`src/rtl/receive_uart_rx_decoder_if.sv`:
```
// Serial input and decoded event outputs of the master-side UART receiver.
// The decoder sits on the slave modport; the game logic consuming events uses master.
interface receive_uart_rx_decoder_if;
    logic       i_rx;
    logic [7:0] o_rx_data;
    logic       o_rx_done;
    logic       o_frame_err;
    logic       o_collision;
    logic       o_collision1;
    logic       o_collision2;
    logic       o_collision3;
    logic       o_collision_ending;
    logic       o_poke_rst;
    logic       o_unknown;

    modport slave (
        input  i_rx,
        output o_rx_data, o_rx_done, o_frame_err, o_collision, o_collision1,
               o_collision2, o_collision3, o_collision_ending, o_poke_rst, o_unknown
    );

    modport master (
        output i_rx,
        input  o_rx_data, o_rx_done, o_frame_err, o_collision, o_collision1,
               o_collision2, o_collision3, o_collision_ending, o_poke_rst, o_unknown
    );
endinterface

```
`src/rtl/receive_uart_rx_decoder.sv`:
```
// 8N1 UART receiver with 16x oversampling, mid-bit sampling, and decoding of
// collision-event bytes 0x41..0x46 into one-clock pulses.
module receive_uart_rx_decoder #(
    parameter int CLK_FREQ  = 100_000_000,
    parameter int BAUD_RATE = 9600
) (
    input  logic                        clk,
    input  logic                        reset,
    receive_uart_rx_decoder_if.slave    bus
);
    localparam int BAUD_COUNT = (CLK_FREQ / BAUD_RATE) / 16;
    localparam int BW         = (BAUD_COUNT > 1) ? $clog2(BAUD_COUNT) : 1;
    localparam logic [BW-1:0] BAUD_LAST = BW'(BAUD_COUNT - 1);

    localparam logic [1:0] IDLE  = 2'd0;
    localparam logic [1:0] START = 2'd1;
    localparam logic [1:0] DATA  = 2'd2;
    localparam logic [1:0] STOP  = 2'd3;

    logic          rx_meta_reg, rx_s_reg, rx_d_reg;
    logic [BW-1:0] baud_cnt_reg;
    logic          tick_reg;
    logic [1:0]    state_reg, state_next;
    logic [3:0]    tick_cnt_reg, tick_cnt_next;
    logic [2:0]    bit_cnt_reg, bit_cnt_next;
    logic [7:0]    shift_reg, shift_next;
    logic          accept, frame_err_next;
    logic [7:0]    data_reg;
    logic          done_reg, err_reg, unknown_reg;
    logic [5:0]    ev_reg;
    logic [5:0]    code_hit;

    always_ff @(posedge clk or negedge reset) begin
        if (!reset) begin
            rx_meta_reg <= 1'b1;
            rx_s_reg    <= 1'b1;
            rx_d_reg    <= 1'b1;
        end else begin
            rx_meta_reg <= bus.i_rx;
            rx_s_reg    <= rx_meta_reg;
            rx_d_reg    <= rx_s_reg;
        end
    end

    // Free-running oversample tick; never resynchronised to the start edge.
    always_ff @(posedge clk or negedge reset) begin
        if (!reset) begin
            baud_cnt_reg <= '0;
            tick_reg     <= 1'b0;
        end else if (baud_cnt_reg == BAUD_LAST) begin
            baud_cnt_reg <= '0;
            tick_reg     <= 1'b1;
        end else begin
            baud_cnt_reg <= baud_cnt_reg + 1'b1;
            tick_reg     <= 1'b0;
        end
    end

    always_comb begin
        state_next     = state_reg;
        tick_cnt_next  = tick_cnt_reg;
        bit_cnt_next   = bit_cnt_reg;
        shift_next     = shift_reg;
        accept         = 1'b0;
        frame_err_next = 1'b0;
        case (state_reg)
            IDLE: begin
                if (rx_d_reg && !rx_s_reg) begin
                    tick_cnt_next = 4'd0;
                    state_next    = START;
                end
            end
            START: if (tick_reg) begin
                if (tick_cnt_reg == 4'd7) begin
                    tick_cnt_next = 4'd0;
                    bit_cnt_next  = 3'd0;
                    state_next    = rx_s_reg ? IDLE : DATA;
                end else begin
                    tick_cnt_next = tick_cnt_reg + 4'd1;
                end
            end
            DATA: if (tick_reg) begin
                if (tick_cnt_reg == 4'd15) begin
                    shift_next[bit_cnt_reg] = rx_s_reg;
                    tick_cnt_next           = 4'd0;
                    if (bit_cnt_reg == 3'd7) state_next = STOP;
                    else                     bit_cnt_next = bit_cnt_reg + 3'd1;
                end else begin
                    tick_cnt_next = tick_cnt_reg + 4'd1;
                end
            end
            default: if (tick_reg) begin
                if (tick_cnt_reg == 4'd15) begin
                    accept         = rx_s_reg;
                    frame_err_next = !rx_s_reg;
                    tick_cnt_next  = 4'd0;
                    state_next     = IDLE;
                end else begin
                    tick_cnt_next = tick_cnt_reg + 4'd1;
                end
            end
        endcase
    end

    // code_hit[gi] flags byte 0x41+gi; bit 5 (0x46) is the plain collision event.
    for (genvar gi = 0; gi < 6; gi++) begin : g_decode
        localparam logic [7:0] CODE = 8'h41 + 8'(gi);
        assign code_hit[gi] = (shift_reg == CODE);
    end

    always_ff @(posedge clk or negedge reset) begin
        if (!reset) begin
            state_reg    <= IDLE;
            tick_cnt_reg <= 4'd0;
            bit_cnt_reg  <= 3'd0;
            shift_reg    <= 8'h00;
            data_reg     <= 8'h00;
            done_reg     <= 1'b0;
            err_reg      <= 1'b0;
            ev_reg       <= 6'd0;
            unknown_reg  <= 1'b0;
        end else begin
            state_reg    <= state_next;
            tick_cnt_reg <= tick_cnt_next;
            bit_cnt_reg  <= bit_cnt_next;
            shift_reg    <= shift_next;
            if (accept) data_reg <= shift_reg;
            done_reg     <= accept;
            err_reg      <= frame_err_next;
            ev_reg       <= accept ? code_hit : 6'd0;
            unknown_reg  <= accept && (code_hit == 6'd0);
        end
    end

    assign bus.o_rx_data          = data_reg;
    assign bus.o_rx_done          = done_reg;
    assign bus.o_frame_err        = err_reg;
    assign bus.o_collision1       = ev_reg[0];
    assign bus.o_collision2       = ev_reg[1];
    assign bus.o_collision3       = ev_reg[2];
    assign bus.o_collision_ending = ev_reg[3];
    assign bus.o_poke_rst         = ev_reg[4];
    assign bus.o_collision        = ev_reg[5];
    assign bus.o_unknown          = unknown_reg;
endmodule

```
`src/flat_wrapper.sv`:
```
// flat-port wrapper written by rule: the top's interface ports become plain ports
module receive_uart_rx_decoder_flat 
#(
    parameter int CLK_FREQ  = 100_000_000,
    parameter int BAUD_RATE = 9600
)
  (clk, reset, bus_i_rx, bus_o_rx_data, bus_o_rx_done, bus_o_frame_err, bus_o_collision, bus_o_collision1, bus_o_collision2, bus_o_collision3, bus_o_collision_ending, bus_o_poke_rst, bus_o_unknown);
  receive_uart_rx_decoder_if bus_i ();
  input  logic clk;
  input  logic reset;
  input wire logic [$bits(bus_i.i_rx)-1:0] bus_i_rx;
  output wire logic [$bits(bus_i.o_rx_data)-1:0] bus_o_rx_data;
  output wire logic [$bits(bus_i.o_rx_done)-1:0] bus_o_rx_done;
  output wire logic [$bits(bus_i.o_frame_err)-1:0] bus_o_frame_err;
  output wire logic [$bits(bus_i.o_collision)-1:0] bus_o_collision;
  output wire logic [$bits(bus_i.o_collision1)-1:0] bus_o_collision1;
  output wire logic [$bits(bus_i.o_collision2)-1:0] bus_o_collision2;
  output wire logic [$bits(bus_i.o_collision3)-1:0] bus_o_collision3;
  output wire logic [$bits(bus_i.o_collision_ending)-1:0] bus_o_collision_ending;
  output wire logic [$bits(bus_i.o_poke_rst)-1:0] bus_o_poke_rst;
  output wire logic [$bits(bus_i.o_unknown)-1:0] bus_o_unknown;
  assign bus_i.i_rx = bus_i_rx;
  assign bus_o_rx_data = bus_i.o_rx_data;
  assign bus_o_rx_done = bus_i.o_rx_done;
  assign bus_o_frame_err = bus_i.o_frame_err;
  assign bus_o_collision = bus_i.o_collision;
  assign bus_o_collision1 = bus_i.o_collision1;
  assign bus_o_collision2 = bus_i.o_collision2;
  assign bus_o_collision3 = bus_i.o_collision3;
  assign bus_o_collision_ending = bus_i.o_collision_ending;
  assign bus_o_poke_rst = bus_i.o_poke_rst;
  assign bus_o_unknown = bus_i.o_unknown;
  receive_uart_rx_decoder #(.CLK_FREQ(CLK_FREQ), .BAUD_RATE(BAUD_RATE)) u_core (.clk(clk), .reset(reset), .bus(bus_i));
endmodule
```
`config.mk`:
```
export PLATFORM = sky130hd
export DESIGN_NAME = receive_uart_rx_decoder_flat
export DESIGN_NICKNAME = d
export VERILOG_FILES = /design/src/rtl/receive_uart_rx_decoder_if.sv /design/src/rtl/receive_uart_rx_decoder.sv /design/src/flat_wrapper.sv
export SDC_FILE = /design/constraint.sdc
export NUM_CORES = 1
export LEC_CHECK = 0
export ABC_AREA = 1
export CAP_MARGIN = 20
export CORE_MARGIN = 4
export CORE_UTILIZATION = 28
export DETAILED_ROUTE_END_ITERATION = 7
export PLACE_DENSITY_LB_ADDON = 0.25
export SYNTH_ARGS = -nofsm -noshare
export SYNTH_HDL_FRONTEND = slang
export SYNTH_SLANG_ARGS = --single-unit
```
`constraint.sdc`:
```
create_clock -name clk -period 1.5 [get_ports clk]
set_input_delay 0.45 -clock clk [delete_from_list [all_inputs] [get_ports clk]]
set_output_delay 0.45 -clock clk [all_outputs]
set_load 0.01 [all_outputs]
```
Word-level counts from Yosys, hierarchy flattened
Index checks and enable logic that the tools add are counted.
- input bits: 3
- flip-flop bits (word level): 48
- output and inout port bits: 17
- word-level logic and storage cells: 86
- add/sub/neg operators: 3
- mux-type cells: 34
- equality and inequality tests: 19
- order comparisons: 2
- reduce and logical (&&, ||, !) cells: 14
- operators with widths (cell ; count):
    == test 8 x 7 -> 1 bit (second input constant) ; 6
    two-way mux 4 bit ; 5
    two-way mux 2 bit ; 9
    two-way mux 3 bit ; 5
    != test 2 x 1 -> 1 bit (second input constant) ; 6
    adder 10 x 1 -> 10 bit (second input constant) ; 1
    == test 10 bit (second input constant) ; 1
    two-way mux 10 bit ; 1
    bitwise mux 8 bit ; 1
    two-way mux 1 bit ; 8
    case mux 4 bit (2 select lines) ; 1
    AND reduction 8 bit ; 1
    zero test 6 bit ; 1
    two-way mux 6 bit ; 1
    case mux 2 bit (3 select lines) ; 1
    case mux 3 bit (2 select lines) ; 1
    AND reduction 3 bit ; 2
    AND reduction 6 bit ; 1
    adder 4 x 1 -> 4 bit (second input constant) ; 1
    == test 4 x 3 -> 1 bit (second input constant) ; 1
    == test 4 bit (second input constant) ; 1
    < comparator 3 x 4 -> 1 bit (second input constant) ; 1
    nonzero test 2 bit ; 2
    adder 3 x 1 -> 3 bit (second input constant) ; 1
    other kinds (11) ; 13

Longest topological paths before layout
Gate-level depths: netlist of the first run.
- depth in word-level cells: 5
- mapped depth: 9
- mapped depth without buffers: 9

Least setup slack after synthesis of the first run
No wires, ideal clock.
- path kind: reg-to-reg
- start point: register u_core.rx_s_reg
- end point: register u_core.ev_reg[0]
- required time: 1.420 ns
- arrival time: 1.303 ns
- library setup time: 0.080 ns
- buffers on the path: 2
- stages on the path, launching flop included: 7
- setup slack: 0.117 ns
- period minus slack after synthesis: 1.383 ns
- cells stage by stage: dfstp_2 -> buf_2 -> inv_1 -> nor2_1 -> nand2_4 -> buf_6 -> nor3_2
- longest elaborated chain between the ends: 4
- ends and longest elaborated chain (element ; line ; text):
    start: declaration ; receive_uart_rx_decoder.sv:20 ; logic rx_meta_reg, rx_s_reg, rx_d_reg;
    start signal: assignment ; receive_uart_rx_decoder.sv:40 ; rx_s_reg <= rx_meta_reg;
    two-way mux 1 bit ; receive_uart_rx_decoder.sv:93 ; if (tick_cnt_reg == 4'd15) begin
    two-way mux 1 bit ; receive_uart_rx_decoder.sv:92 ; default: if (tick_reg) begin
    two-way mux 1 bit ; receive_uart_rx_decoder.sv:66 ; case (state_reg)
    two-way mux 6 bit ; receive_uart_rx_decoder.sv:130 ; ev_reg <= accept ? code_hit : 6'd0;
    end signal: assignment ; receive_uart_rx_decoder.sv:130 ;
    end: declaration ; receive_uart_rx_decoder.sv:30 ; logic [5:0] ev_reg;
Every way passes these cells.
A chain may end at the register's enable or synchronous reset.

Worst setup path in the final report of the first run
- start point: register u_core.tick_cnt_reg[0]
- end point: register u_core.shift_reg[1]
- longest elaborated chain between the ends: 2
- ends and longest elaborated chain (element ; line ; text):
    start: declaration ; receive_uart_rx_decoder.sv:24 ; logic [3:0] tick_cnt_reg, tick_cnt_next;
    start signal: assignment ; receive_uart_rx_decoder.sv:124 ; tick_cnt_reg <= tick_cnt_next;
    == test 4 bit ; receive_uart_rx_decoder.sv:83 ; if (tick_cnt_reg == 4'd15) begin
    AND reduction 3 bit (no line) ; n/a ;
    end signal: assignment ; receive_uart_rx_decoder.sv:126 ; shift_reg <= shift_next;
    end: declaration ; receive_uart_rx_decoder.sv:26 ; logic [7:0] shift_reg, shift_next;
Every way passes these cells.

==> results of run 1 <==
[cells in the mapped netlist]
cell type	count	area [um2]
and3_1	1	6.26
nand2_4	1	11.3
buf_6	1	11.3
nand2_1	68	255
nor3_2	3	30.0
nand2b_1	1	6.26
xor2_1	4	35.0
nor2_2	2	12.5
nand2_2	1	6.26
ha_1	5	62.6
nor3_1	4	20.0
nand3_2	1	10.0
dfrtp_1	45	1130
nand3_1	19	95.1
buf_2	2	10.0
nor3b_1	1	7.51
nand4_1	3	18.8
inv_1	30	113
a21oi_1	7	35.0
nor2_4	2	22.5
nand3b_1	1	7.51
o21ai_0	16	80.1
dfstp_2	3	78.8
nor2_1	42	158
[path summary, 6_finish.rpt]
| kind | from | depth (start not counted) | to | slack [ns] |
|---|---|---|---|---|
| worst max-delay path | u_core.tick_cnt_reg[0] | 8 | u_core.shift_reg[1] | 0.08 |
| worst min-delay path | reset | 2 | u_core.bus.o_rx_data[6] | 0.12 |
| worst max register to register | u_core.tick_cnt_reg[0] | 8 | u_core.shift_reg[1] | 0.08 |
| worst min register to register | u_core.rx_meta_reg | 0 | u_core.rx_s_reg | 0.36 |
| max in group asynchronous | reset | 2 | u_core.rx_meta_reg | 1.08 |
| min in group clk | u_core.rx_meta_reg | 0 | u_core.rx_s_reg | 0.36 |
[what timing repair did]
item,in CTS,in global routing
buffers inserted,0,1
gates resized for setup,17,15
setup endpoints to repair,17,18
pin swaps,0,1
[per-stage QoR]
stage	power, uW	setup WS, ns
after floorplan	1950	0.117
after global placement	2140	0.0779
after detailed placement	2150	0.0347
after CTS	3140	0.0218
after global routing	3400	0.00603
final	3190	0.0833
[per-layer routing]
metal / track usage (%) / wire, um / up-vias
met5: 0 / 0 / -
met4: 3.56 / 42 / 0
met3: 2.74 / 171 / 2
met2: 13.7 / 1830 / 19
met1: 11.8 / 2000 / 759
li1: - / - / 892
[kinds of logic (layout without fill, tap and decap cells)]
logic type               count (synthesis)  count (layout)
AO/OA/AOI/OAI                           23              23
flip-flops                              48              48
buffers and inverters                   33              67
adder cells (fa/ha/maj)                  5               5
AND/OR/NAND/NOR                        150             150
XOR/XNOR                                 4               4
[power by group]
part,internal (uW),switching (uW)
combinational,249,504
clock,545,418
sequential,1370,99.6
[worst register-to-register path, cell delays in order (launching register included)]
cell	delay (ns)
dfrtp_1	0.41
ha_4	0.18
nand3_4	0.09
nor2_4	0.21
nand2_2	0.12
nor2_4	0.12
nand2_1	0.06
nand2_1	0.06
nand2_1	0.06
[area by class of cell]
type | instances | area share, %
Clock buffer | 6 | 3.00
Clock inverter | 2 | 1.41
Inverter | 30 | 4.09
Multi-Input combinational cell | 182 | 33.9
Sequential cell | 48 | 43.8
Tap cell | 102 | 4.64
Timing Repair Buffer | 29 | 9.14
==> impl_results.md, run 1 <==
- Status: finished, final reports clean
- Worst EP arrival: 1.60 ns
- Clock Latency Late Sink: 0.29 ns
- Post-Layout Cell Count: between 300 and 400
- Most Frequent Cell on Critical Path: nand2_1
- Via-per-instance ratio: 4.19
- Die Y: 97.0 um
- Gate count after technology mapping: between 200 and 300
- Critical Path Max Stage Delay: slightly above 0.4 ns
- Hpwl dp: 3000 um
- Final Instance Area: approximately 2800 um2
- WS Path Type: flip-flop to flip-flop
- Vias in the first global route: 1531
- RSZ-0062 raised after global routing: no
- Post-Route Utilization: 35.6%
- Maximum vdd drop: 0.473 mV
- TritonRoute pass-1 iters: 4
- Max reg flops: 10
- Crit end category: flip-flop
- Synth Cell Area: 2220 um2
- P_leak: 0.00134 uW
- Pin count of the biggest net entering global routing: 49
- Grt ovf: 0
- Commonest non-fill, non-tap cell in the layout: nand2_1
- GR Util All Layers: approximately 9%
- Critical path fanouts, max: 4
- IO Port Bufs: 19
- Fin crit share: 94.4%
- Fmax: 706 MHz
- Post-synthesis mux area share: 0%
- Num CTS Buffers: 5
- Residual DRC: 0
- Die W: 97.0 um
- Worst slew margin: 77.1%
- Worst setup SP type: flip-flop
- Area grow syn2layout: 24.1%
- Synth Area in Adders: 2.82%
- Yosys warns: 0
- Wire length per cell: about 10 um
- Mapped Nets: around 270
- Area of the multi-input gates: 933 um2
- Root buffer cell: clkbuf_8
- Die area: 9410 um2
- Worst slew pin tran: 0.342 ns
- CP top delay family: simple AND/OR/NAND/NOR gates
- First-pass GRT wire length: 6910 um
- Final Max Slew Viols: 0
- Clock-pin slew on the worst setup and hold paths: 0.09 ns
- Hold_buf cts: 0
- Top-level port count: 20
- Layout cells sized above 1: between 10% and 20%
- CP required: 1.69 ns
- CP max-delay cell: dfrtp_1
- FF/Latch Area: between 1000 and 1500 um2
- Rows: 32
- Core box area: roughly 7700 um2
- Simple-gate area share of the yosys netlist: 30.1%
- Final net count: 304
- Crit path cell chain: ha_4 -> nand3_4 -> nor2_4 -> nand2_2 -> nor2_4 -> nand2_1 -> nand2_1 -> nand2_1
- Total of max-cap violations: 0
- Final ANT Viol Nets: 0
- CTS tree: yes
- Total wire length: 4040 um
- CP bufs+invs: 0
- P per Cell Area: 1160 nW/um2
- Max clock buf depth: 2
- Worst Clk Skew: 0.00888 ns
- Hold Vio Cnt, Final: 0
- Setup TNS: 0 ns
- Initial Utilization: roughly 29%
- Main combinational cell family by area after synthesis: simple AND/OR/NAND/NOR gates
- #FFs+latches synth: 48
- Commonest cells after routing, fill and taps aside: nand2_1 (67), dfrtp_1 (44), nor2_1 (35)
- Diode count: 0
- Placed Cells: 390
- Via count: 1672
- DR iter-0 viols: 40
- Filler cells: 797
- H-tree Lvls: 2
- Syn Area/Cell: 8.43 um2
- Count of unique library cells instantiated by Yosys: 24
- Placed cell areas: between 2000 and 3000 um2
- Xor and xnor area share after synthesis: 1.58%
- Final Critical Period: about 1.4 ns
- Initial antenna violation count: 0
- Clock Sinks: 48
- Routability-driven placement congestion ratio: about 0.78
- Synth Area in Compound Gates: 5.19%
- Worst hold path class: input port to async pin
- Final setup vio count: 0
- Sequential fraction of the synthesis area: 54.3%
- Fin Hold WS: 0.120 ns
(Power assumes the default switching activity.)
==> inputs of run 2 (changes only) <==
--- a/config.mk
+++ b/config.mk
@@ -7,8 +7,9 @@
 export LEC_CHECK = 0
 export ABC_AREA = 1
 export CAP_MARGIN = 20
-export CORE_MARGIN = 4
+export CORE_MARGIN = 1
 export CORE_UTILIZATION = 28
+export CTS_CLUSTER_DIAMETER = 120
 export DETAILED_ROUTE_END_ITERATION = 7
 export PLACE_DENSITY_LB_ADDON = 0.25
 export SYNTH_ARGS = -nofsm -noshare
==> run 2 against run 1 <==
Effect of this change: global-route usage grew 1.9 points; register-to-register slack lost 0.04 ns; utilization grew 0.93 points; clock skew is essentially flat; combinational power grew 11%; via count grew 1.7%; maximum frequency shrank 2.8%; total power grew 2.4%; clock power shrank 0.7%; first-iteration DRC count grew 68%; cell count grew 0.75%; critical endpoint is now u_core.bus.o_rx_data[5].
==> impl_results.md, run 2 (same netlist as run 1, synthesis figures left out) <==
- Die Y: 91.0 um (-6.2%)
- Status: finished, final reports clean
- Worst Clk Skew: 0.00845 ns (-0.000428 ns)
- CP top delay family: simple AND/OR/NAND/NOR gates
- Area grow syn2layout: 26.7%
- Layout cells sized above 1: 16.0% (+1.5 points)
- Fmax: 686 MHz (-2.8%)
- Met3 usage: 2.51% (-0.23 points)
- CP required: 1.69 ns (about the same)
- DR iter-0 viols: 67 (+68%)
- CP max-delay cell: dfrtp_1
- Initial antenna violation count: 0 (unchanged)
- Hpwl dp: 3040 um (+1.6%)
- Rows: 32 (unchanged)
- Critical path fanouts, max: 9 (+5)
- Final Max Slew Viols: 0 (unchanged)
- Cells on worst reg2reg path: 7 (-1)
- Die area: 8280 um2 (-12%)
- Net Sw Frac: 34.2% (+2.2 points)
- Total wire length: 4170 um (+3.1%)
- Post-Route Utilization: 36.6% (+0.93 points)
- Via count: 1700 (+1.7%)
- Worst slew pin tran: 0.346 ns (+0.00436 ns)
- Place WS: 0.0452 ns (+0.0105 ns)
- Routability-driven placement congestion ratio: 0.803 (+2.7%)
- Max clock buf depth: 2 (unchanged)
- Final net count: 307 (+0.99%)
- Crit. Startpoint: u_core.tick_cnt_reg[1]
- Final ANT Viol Nets: 0 (unchanged)
- CP Capture Point: u_core.bus.o_rx_data[5]
- Vias in the first global route: 1729 (+13%)
- Final WS setup: 0.0428 ns (-0.0406 ns)
- Logic gate share of total power: 25.6% (+2.0 points)
- Commonest non-fill, non-tap cell in the layout: nand2_1
- Die W: 91.0 um (-6.2%)
- Root buffer cell: clkbuf_8
- Max reg flops: 10 (unchanged)
- Hold_buf cts: 0 (unchanged)
- First-pass GRT wire length: 7380 um (+6.9%)
- Clock Sinks: 48 (unchanged)
- Grt ovf: 0 (unchanged)
- M1 GR Usage: 14.2% (+2.4 points)
- Worst setup SP type: flip-flop
- CP bufs+invs: 1 (+1)
- P per Cell Area: 1160 nW/um2 (+0.29%)
- Switching power: 1120 uW (+9.3%)
- Hold Vio Cnt, Final: 0 (unchanged)
- Maximum vdd drop: 0.532 mV (+13%)
- P_leak: 0.00138 uW (+2.8%)
- Top-level port count: 20 (unchanged)
- Reg power frac: 45.1% (-1.1 points)
- Crit path cell chain: ha_4 -> nand3_4 -> nor2_4 -> buf_4 -> nand2_4 -> nand2_1 -> o21ai_0
- Worst flop-to-flop path startpoint: u_core.tick_cnt_reg[1]
- Crit end category: flip-flop
- Worst slew margin: 76.8% (-0.29 points)
- Instance count on the critical path: 7 (-1)
- Pin count of the biggest net entering global routing: 29 (-41%)
- Worst EP arrival: 1.65 ns (+0.05 ns)
- Clock Power Share: 29.3% (-0.9 points)
- H-tree Lvls: 2 (unchanged)
- Wire length per cell: 10.4 um (+2.3%)
- Residual DRC: 0 (unchanged)
- Final Critical Period: 1.46 ns (+0.0406 ns)
- Worst hold path class: input port to async pin
- GR Util All Layers: 10.9% (+1.9 points)
- Fin crit share: 97.1% (+2.7 points)
- TritonRoute pass-1 iters: 4 (unchanged)
- Num CTS Buffers: 5 (unchanged)
- Design Power: 3260 uW (+2.4%)
- Via-per-instance ratio: 4.23 (+0.92%)
- Design internal power: 2150 uW (-0.88%)
- Commonest cells after routing, fill and taps aside: nand2_1 (65), dfrtp_1 (45), nor2_1 (36)
- Total of max-cap violations: 0 (unchanged)
- Core box area: 7690 um2 (-0.52%)
- Routing usage on met2: 17.9% (+4.2 points)
- Diode count: 0 (unchanged)
- RSZ-0062 raised after global routing: yes
- Clock Latency Late Sink: 0.30 ns (about the same)
- Clock-pin slew on the worst setup and hold paths: 0.09 ns (about the same)
- FF-to-FF setup slack: 0.04 ns (-0.04 ns)
- RR Endpoint: u_core.bus.o_rx_data[5]
- WS Path Type: flip-flop to flip-flop
- Critical Path Max Stage Delay: 0.42 ns (about the same)
- CTS tree: yes
- Grt peak-use layer: met2
- IO Port Bufs: 19 (unchanged)
- Final setup vio count: 0 (unchanged)
- Initial Utilization: 28.9% (+0.15 points)
[run 2: changes by cell type in the layout (fill, tap and decap cells not counted), sizes merged]
cell      change
buf           +2
clkbuf        -1
clkinv        -1
clkinvlp      +1
inv           +1
nand2         +1
[run 2: layout make-up]
class | count | area [um2]
inverters | 30 | 113
multi-input cells | 183 | 980
clock buffers | 5 | 68.8
clock inverters | 3 | 46.3
flip-flops and latches | 48 | 1200
well taps | 102 | 128
fillers | 792 | 4880
repair buffers | 31 | 270
[run 2: how the worst min path moves through the flow]
| stage | slack (ns) | cells past startpoint | from | to |
|---|---|---|---|---|
| after floorplan | 0.15 | 0 | reset | u_core.baud_cnt_reg[0] |
| after global placement | 0.35 | 0 | u_core.rx_meta_reg | u_core.rx_s_reg |
| after detailed placement | 0.35 | 0 | u_core.rx_meta_reg | u_core.rx_s_reg |
| after CTS | 0.03 | 1 | reset | u_core.baud_cnt_reg[2] |
| after global routing | 0.04 | 1 | reset | u_core.baud_cnt_reg[0] |
| final | 0.03 | 1 | reset | u_core.baud_cnt_reg[2] |
[run 2: power by group through the flow]
stage / clock network, uW / registers (uW) / logic (uW)
2_1_floorplan: 0 / 1460 / 495
5_1_grt: 1040 / 1480 / 970
6_report: 956 / 1470 / 835
4_1_cts: 994 / 1450 / 671
3_5_place_dp: 0 / 1480 / 667
3_3_place_gp: 0 / 1480 / 656
[run 2: repair_timing]
action | CTS | global route
endpoints found under the setup margin | 17 | 26
setup buffers | 0 | 3
resized for setup | 17 | 24
pin swaps | 0 | 6
gates cloned | 0 | 1
[run 2: metrics by stage]
step | TNS, ns | hold slack [ns] | cells | area [um2]
2_1_floorplan | 0 | 0.154 | 263 | 2220
6_report | 0 | 0.0335 | 402 | 2810
5_1_grt | -0.472 | 0.0433 | 402 | 2810
3_3_place_gp | 0 | 0.348 | 390 | 2590
4_1_cts | 0 | 0.0345 | 398 | 2680
3_5_place_dp | 0 | 0.347 | 390 | 2590
[run 2: layer usage]
| layer | vias up | wire length [um] |
|---|---|---|
| met3 | 2 | 148 |
| met4 | 0 | 20 |
| met5 | - | 0 |
| met2 | 32 | 1940 |
| li1 | 901 | - |
| met1 | 765 | 2060 |
